`src/rtl/player_motion.sv`:
```
// Per-frame player physics and state controller.
// Owns the player position registers that feed the combinational collision checker and
// consumes its flags to walk, jump, fall, land, die and win. All motion happens on frame_tick.
// Ports:
//   clk, reset (sync, active-high), frame_tick (1-cycle pulse per frame)
//   btn_left/right/jump/restart   synchronised button levels
//   on_ground, support_y, hit_ceiling, hit_left_wall, hit_right_wall, at_goal_region, in_lava
//                                 collision flags for the current player_x/player_y
//   player_x, player_y            registered top-left of the 16x16 player
//   motion_state                  00 GROUND, 01 AIR, 10 DEAD, 11 WON
//   facing_left, player_dead, level_complete
module player_motion #(
  parameter logic [9:0] SPAWN_X    = 10'd10,
  parameter logic [9:0] SPAWN_Y    = 10'd344,
  parameter logic [9:0] WALK_SPEED = 10'd2,
  parameter logic [5:0] JUMP_V     = 6'd8,
  parameter logic [5:0] GRAVITY    = 6'd1,
  parameter logic [5:0] MAX_FALL   = 6'd3,
  parameter logic [9:0] X_MAX      = 10'd623,
  parameter logic [9:0] DEATH_Y    = 10'd464
) (
  input  logic       clk,
  input  logic       reset,
  input  logic       frame_tick,
  input  logic       btn_left,
  input  logic       btn_right,
  input  logic       btn_jump,
  input  logic       btn_restart,
  input  logic       on_ground,
  input  logic [9:0] support_y,
  input  logic       hit_ceiling,
  input  logic       hit_left_wall,
  input  logic       hit_right_wall,
  input  logic       at_goal_region,
  input  logic       in_lava,
  output logic [9:0] player_x,
  output logic [9:0] player_y,
  output logic [1:0] motion_state,
  output logic       facing_left,
  output logic       player_dead,
  output logic       level_complete
);

  typedef enum logic [1:0] {
    StGround = 2'b00,
    StAir    = 2'b01,
    StDead   = 2'b10,
    StWon    = 2'b11
  } state_e;

  state_e            state;
  logic signed [5:0] vel_y;         // negative = moving up
  logic              jump_prev;
  logic              jump_pending;  // buffers a jump press until the next frame

  logic        go_right, go_left;
  logic [9:0]  x_walk, land_y, jump_y, air_y;
  logic [11:0] y_sum;
  logic        air_sat;
  logic [6:0]  vel_inc;
  logic [5:0]  vel_fall;

  assign motion_state = state;

  always_comb begin
    go_right = btn_right & ~btn_left;
    go_left  = btn_left & ~btn_right;

    x_walk = player_x;
    if (go_right && !hit_right_wall) begin
      x_walk = (player_x >= X_MAX - WALK_SPEED) ? X_MAX : player_x + WALK_SPEED;
    end else if (go_left && !hit_left_wall) begin
      x_walk = (player_x < WALK_SPEED) ? 10'd0 : player_x - WALK_SPEED;
    end

    land_y = support_y - 10'd16;
    jump_y = (player_y < {4'd0, JUMP_V}) ? 10'd0 : player_y - {4'd0, JUMP_V};

    // Signed 12-bit sum so an upward move past the top of screen shows up as negative.
    y_sum   = {2'b00, player_y} + {{6{vel_y[5]}}, vel_y};
    air_sat = y_sum[11];
    air_y   = air_sat ? 10'd0 : y_sum[9:0];

    vel_inc  = {vel_y[5], vel_y} + {1'b0, GRAVITY};
    vel_fall = ($signed(vel_inc) > $signed({1'b0, MAX_FALL})) ? MAX_FALL : vel_inc[5:0];
  end

  always_ff @(posedge clk) begin
    if (reset) begin
      player_x       <= SPAWN_X;
      player_y       <= SPAWN_Y;
      vel_y          <= '0;
      state          <= StAir;
      facing_left    <= 1'b0;
      jump_prev      <= 1'b0;
      jump_pending   <= 1'b0;
      player_dead    <= 1'b0;
      level_complete <= 1'b0;
    end else begin
      jump_prev <= btn_jump;
      // A frame consumes (or discards) any buffered press.
      if (frame_tick) begin
        jump_pending <= 1'b0;
      end else if (btn_jump && !jump_prev) begin
        jump_pending <= 1'b1;
      end

      if (frame_tick) begin
        if (state == StGround || state == StAir) begin
          player_x <= x_walk;
          if (go_right) begin
            facing_left <= 1'b0;
          end else if (go_left) begin
            facing_left <= 1'b1;
          end
        end

        unique case (state)
          StGround: begin
            if (in_lava) begin
              state       <= StDead;
              player_dead <= 1'b1;
            end else if (at_goal_region) begin
              state          <= StWon;
              level_complete <= 1'b1;
            end else if (jump_pending) begin
              vel_y    <= 6'd0 - JUMP_V;
              player_y <= jump_y;
              state    <= StAir;
            end else if (!on_ground) begin
              vel_y <= GRAVITY;
              state <= StAir;
            end else begin
              player_y <= land_y;
              vel_y    <= '0;
            end
          end
          StAir: begin
            if (in_lava) begin
              state       <= StDead;
              player_dead <= 1'b1;
            end else if (!vel_y[5] && on_ground) begin
              player_y <= land_y;
              vel_y    <= '0;
              state    <= StGround;
            end else if (vel_y[5] && hit_ceiling) begin
              vel_y <= '0;
            end else begin
              player_y <= air_y;
              vel_y    <= air_sat ? 6'd0 : vel_fall;
              if (air_y > DEATH_Y) begin
                state       <= StDead;
                player_dead <= 1'b1;
              end
            end
          end
          StDead, StWon: begin
            if (btn_restart) begin
              player_x       <= SPAWN_X;
              player_y       <= SPAWN_Y;
              vel_y          <= '0;
              state          <= StAir;
              facing_left    <= 1'b0;
              player_dead    <= 1'b0;
              level_complete <= 1'b0;
            end
          end
        endcase
      end
    end
  end

endmodule

```
`config.mk`:
```
export PLATFORM = sky130hd
export DESIGN_NAME = player_motion
export DESIGN_NICKNAME = d
export VERILOG_FILES = /design/src/rtl/player_motion.sv
export SDC_FILE = /design/constraint.sdc
export NUM_CORES = 1
export LEC_CHECK = 0
export CAP_MARGIN = 5
export CORE_UTILIZATION = 54
export CTS_BUF_LIST = sky130_fd_sc_hd__clkbuf_4 sky130_fd_sc_hd__clkbuf_8 sky130_fd_sc_hd__clkbuf_16
export DETAILED_ROUTE_END_ITERATION = 8
export GPL_TIMING_DRIVEN = 0
export PLACE_DENSITY = 0.81
export RECOVER_POWER = 50
export SLEW_MARGIN = 20
export SYNTH_ARGS = -nofsm -noshare
export SYNTH_HDL_FRONTEND = slang
export SYNTH_SLANG_ARGS = --single-unit
```
`constraint.sdc`:
```
create_clock -name clk -period 3.1 [get_ports clk]
set_input_delay 0.31 -clock clk [delete_from_list [all_inputs] [get_ports clk]]
set_output_delay 0.31 -clock clk [all_outputs]
set_load 0.02 [all_outputs]
```
==> results of run 1 <==
-- flip-flops by register name, summed over array words and instances, names as in the netlist --
signal and count:
facing_left 1, jump_prev 1, vel_y 6, motion_state 2, player_dead 1, player_y 10, level_complete 1, player_x 10
jump_pending 1
-- where the power goes --
part,switching (uW),internal [uW],total (uW)
Sequential,50.3,460,510
Combinational,326,211,537
Clock,171,201,372
Total,548,872,1420
-- cell usage after synthesis (7+ instances only) --
master,n,share of area
ha_1,17,0.075
o31ai_1,8,0.021
dfxtp_1,33,0.23
nor2_1,42,0.056
xor2_1,10,0.031
a21oi_1,29,0.051
nand2b_1,9,0.020
o211ai_1,8,0.021
inv_1,16,0.021
clkbuf_1,9,0.012
nor3_1,22,0.039
o21ai_0,14,0.025
xnor2_1,8,0.025
nand2_1,40,0.053
a31oi_1,7,0.015
-- metal layers --
layer / routed length [um] / vias to the layer above / GRT usage
li1: - / 1505 / -
met2: 4100 / 141 / 0.556
met4: 240 / 0 / 0.130
met1: 3430 / 1500 / 0.374
met5: 0 / - / 0
met3: 497 / 26 / 0.0447
-- final timing paths --
| kind | start | end | slack (ps) | cells past startpoint |
|---|---|---|---|---|
| worst max-delay path | vel_y[1]$_SDFFE_PP0P_ | vel_y[0]$_SDFFE_PP0P_ | 350 | 8 |
| worst max register to register | vel_y[1]$_SDFFE_PP0P_ | vel_y[0]$_SDFFE_PP0P_ | 350 | 8 |
| worst min register to register | facing_left$_SDFFE_PP0P_ | facing_left$_SDFFE_PP0P_ | 490 | 2 |
| worst min-delay path | frame_tick | vel_y[1]$_SDFFE_PP0P_ | 490 | 3 |
-- stage by stage --
step           utilization  instances  area (um^2)  total power, uW
4_1_cts              0.685        499         3480             1430
2_1_floorplan            -        376         2840              864
5_1_grt              0.685        499         3480             1500
6_report             0.685        499         3480             1420
3_3_place_gp         0.665        491         3370             1040
3_5_place_dp         0.665        491         3370             1060
-- worst max-delay path: stages (launching register included) --
cell and delay [ps]:
dfxtp_1 480, ha_1 300, a211oi_2 290, o31ai_2 140, o211a_1 270, or2_1 280, o41ai_2 500, a211oi_1 190
a211oi_2 230
-- final cells by class --
type	count	area, um^2
tap	70	87.6
buffer	15	61.3
clock inverter	1	5.00
sequential	33	661
inverter	16	60.1
multi-input combinational	312	2050
fill	462	1600
clock buffer	7	96.3
timing repair buffer	45	450
-- cell usage in the layout, fill, tap and decap left out, drive strengths merged, types with 9 or more instances in the layout --
cell / instances
nand2: 41
ha: 17
nand2b: 9
dfxtp: 33
a21oi: 29
nor2: 42
inv: 16
xor2: 10
clkbuf: 18
o21ai: 17
nor3: 23
clkdlybuf4s50: 19
dlygate4sd3: 26
o31ai: 10
-- kinds of logic (layout without fill, tap and decap cells) --
logic type | after synthesis | in the layout
multiplexers | 2 | 2
AO/OA/AOI/OAI | 122 | 122
adder cells (fa/ha/maj) | 18 | 18
flip-flops | 33 | 33
AND/OR/NAND/NOR | 152 | 152
buffers and inverters | 31 | 84
XOR/XNOR | 18 | 18
==> metrics.md, run 1 <==
| Metric | Value |
|---|---|
| Layout cell share with drive strength beyond 1 | `0.0629` |
| Area grow syn2layout | `22.5%` |
| Post-CTS resize count | `0` |
| First-pass GRT wire length | `13.3 mm` |
| Post-synth top flop | `dfxtp_1` |
| Mapped Avg Cell Area | `7.54 um^2` |
| I/O Buffers | `45` |
| N_diodes | `0` |
| Req. time, crit path | `3310 ps` |
| Flops & latches, synth | `33` |
| HP Class | `input pin to register` |
| Peak Freq | `364 MHz` |
| HPWL Detailed | `6.24 mm` |
| Iteration-0 DRC Markers | `202` |
| Simple-Gate Fraction of Synth Area | `0.263` |
| Total GRT Usage | `0.312` |
| Drt total wl | `8.27 mm` |
| Final Skew | `4.65 ps` |
| TritonCTS buffer count | `5` |
| Crit Path Class | `register to register` |
| Die area | `5550 um^2` |
| Outcome | `finished, final reports clean` |
| Overflow after GRT | `0` |
| Initial antenna violation count | `0` |
| Largest family of logic cells by synthesized area | `compound AO/OA/AOI/OAI gates` |
| Mux share of post-synthesis cell area | `0.00706` |
| Count of final max-slew check failures | `0` |
| Clk pin slew, worst setup/hold paths | `70 ps` |
| Setup bufs post-CTS | `0` |
| Critical Path Start Type | `register` |
| Max-cap check violation count | `0` |
| CTS H-tree depth | `2` |
| VDD IR max | `255 uV` |
| Setup violators final | `0` |
| Sequential fraction of the synthesis area | `0.233` |
| PD cells | `409 nW/um^2` |
| DRC | `0` |
| Layout net count | `469` |
| Starting density of the core | `0.559` |
| Die Span X | `74.5 um` |
| FP Rows | `26` |
| Vias per inst | `6.36` |
| Post-Place Setup Slack | `265 ps` |
| Hold-fix buffers, CTS | `0` |
| Final hold vios | `0` |
| LEAKAGE | `0.00141 uW` |
| Root Buffer Master | `clkbuf_8` |
| Clock Sink Count | `33` |
| Library cells used by synthesis | `63` |
| Syn nets | `417` |
| Syn Inst Count | `376` |
| Asr flop ratio synth | `0` |
| Vias in the first global route | `2867` |
| Via Count | `3172` |
| Post-synthesis compound-gate area fraction | `0.317` |
| Syn. warnings | `0` |
| Post-Synth XOR/XNOR Area | `0.0556` |
| Pre-antenna DRT Iters | `5` |
| Critical path endpoint category | `register` |
| Relative slew margins | `0.332` |
| Mapped Area | `2840 um^2` |
| CTS tree | `built` |
| Setup total negative slack | `0 ps` |
| Post-Synth Adder-Cell Area | `0.0820` |
| Largest net degree at the start of global routing | `11` |
| CP arrival | `2960 ps` |
| I/O pin cnt | `48` |
| Worst Tran Pin Value | `1000 ps` |
| Die Y | `74.5 um` |
| RSZ-0062 raised after global routing | `no` |
| CP max FO | `7` |
| Clock latency on the worst-skew pair | `290 ps` |
| Clock buffer depth | `2` |
| Routed Antenna Nets | `0` |
| Core Region | `5070 um^2` |
| Number of synthesized flops with an enable pin | `0` |
| WL/cell | `16.6 um` |
| Minimum clock period | `2750 ps` |
| Final GP Congestion | `0.925` |
| Hold Worst Slack | `491 ps` |
| Tcrit/Tclk final | `0.886` |
| Final WS setup | `352 ps` |
Note: power is estimated with default switching activity, not from simulation.
==> run 2, diff against run 1 <==
Settings changed: CTS_CLUSTER_DIAMETER set to 100.
==> results of run 2 <==
Final layout, timing and power as in run 1 (identical DEF).
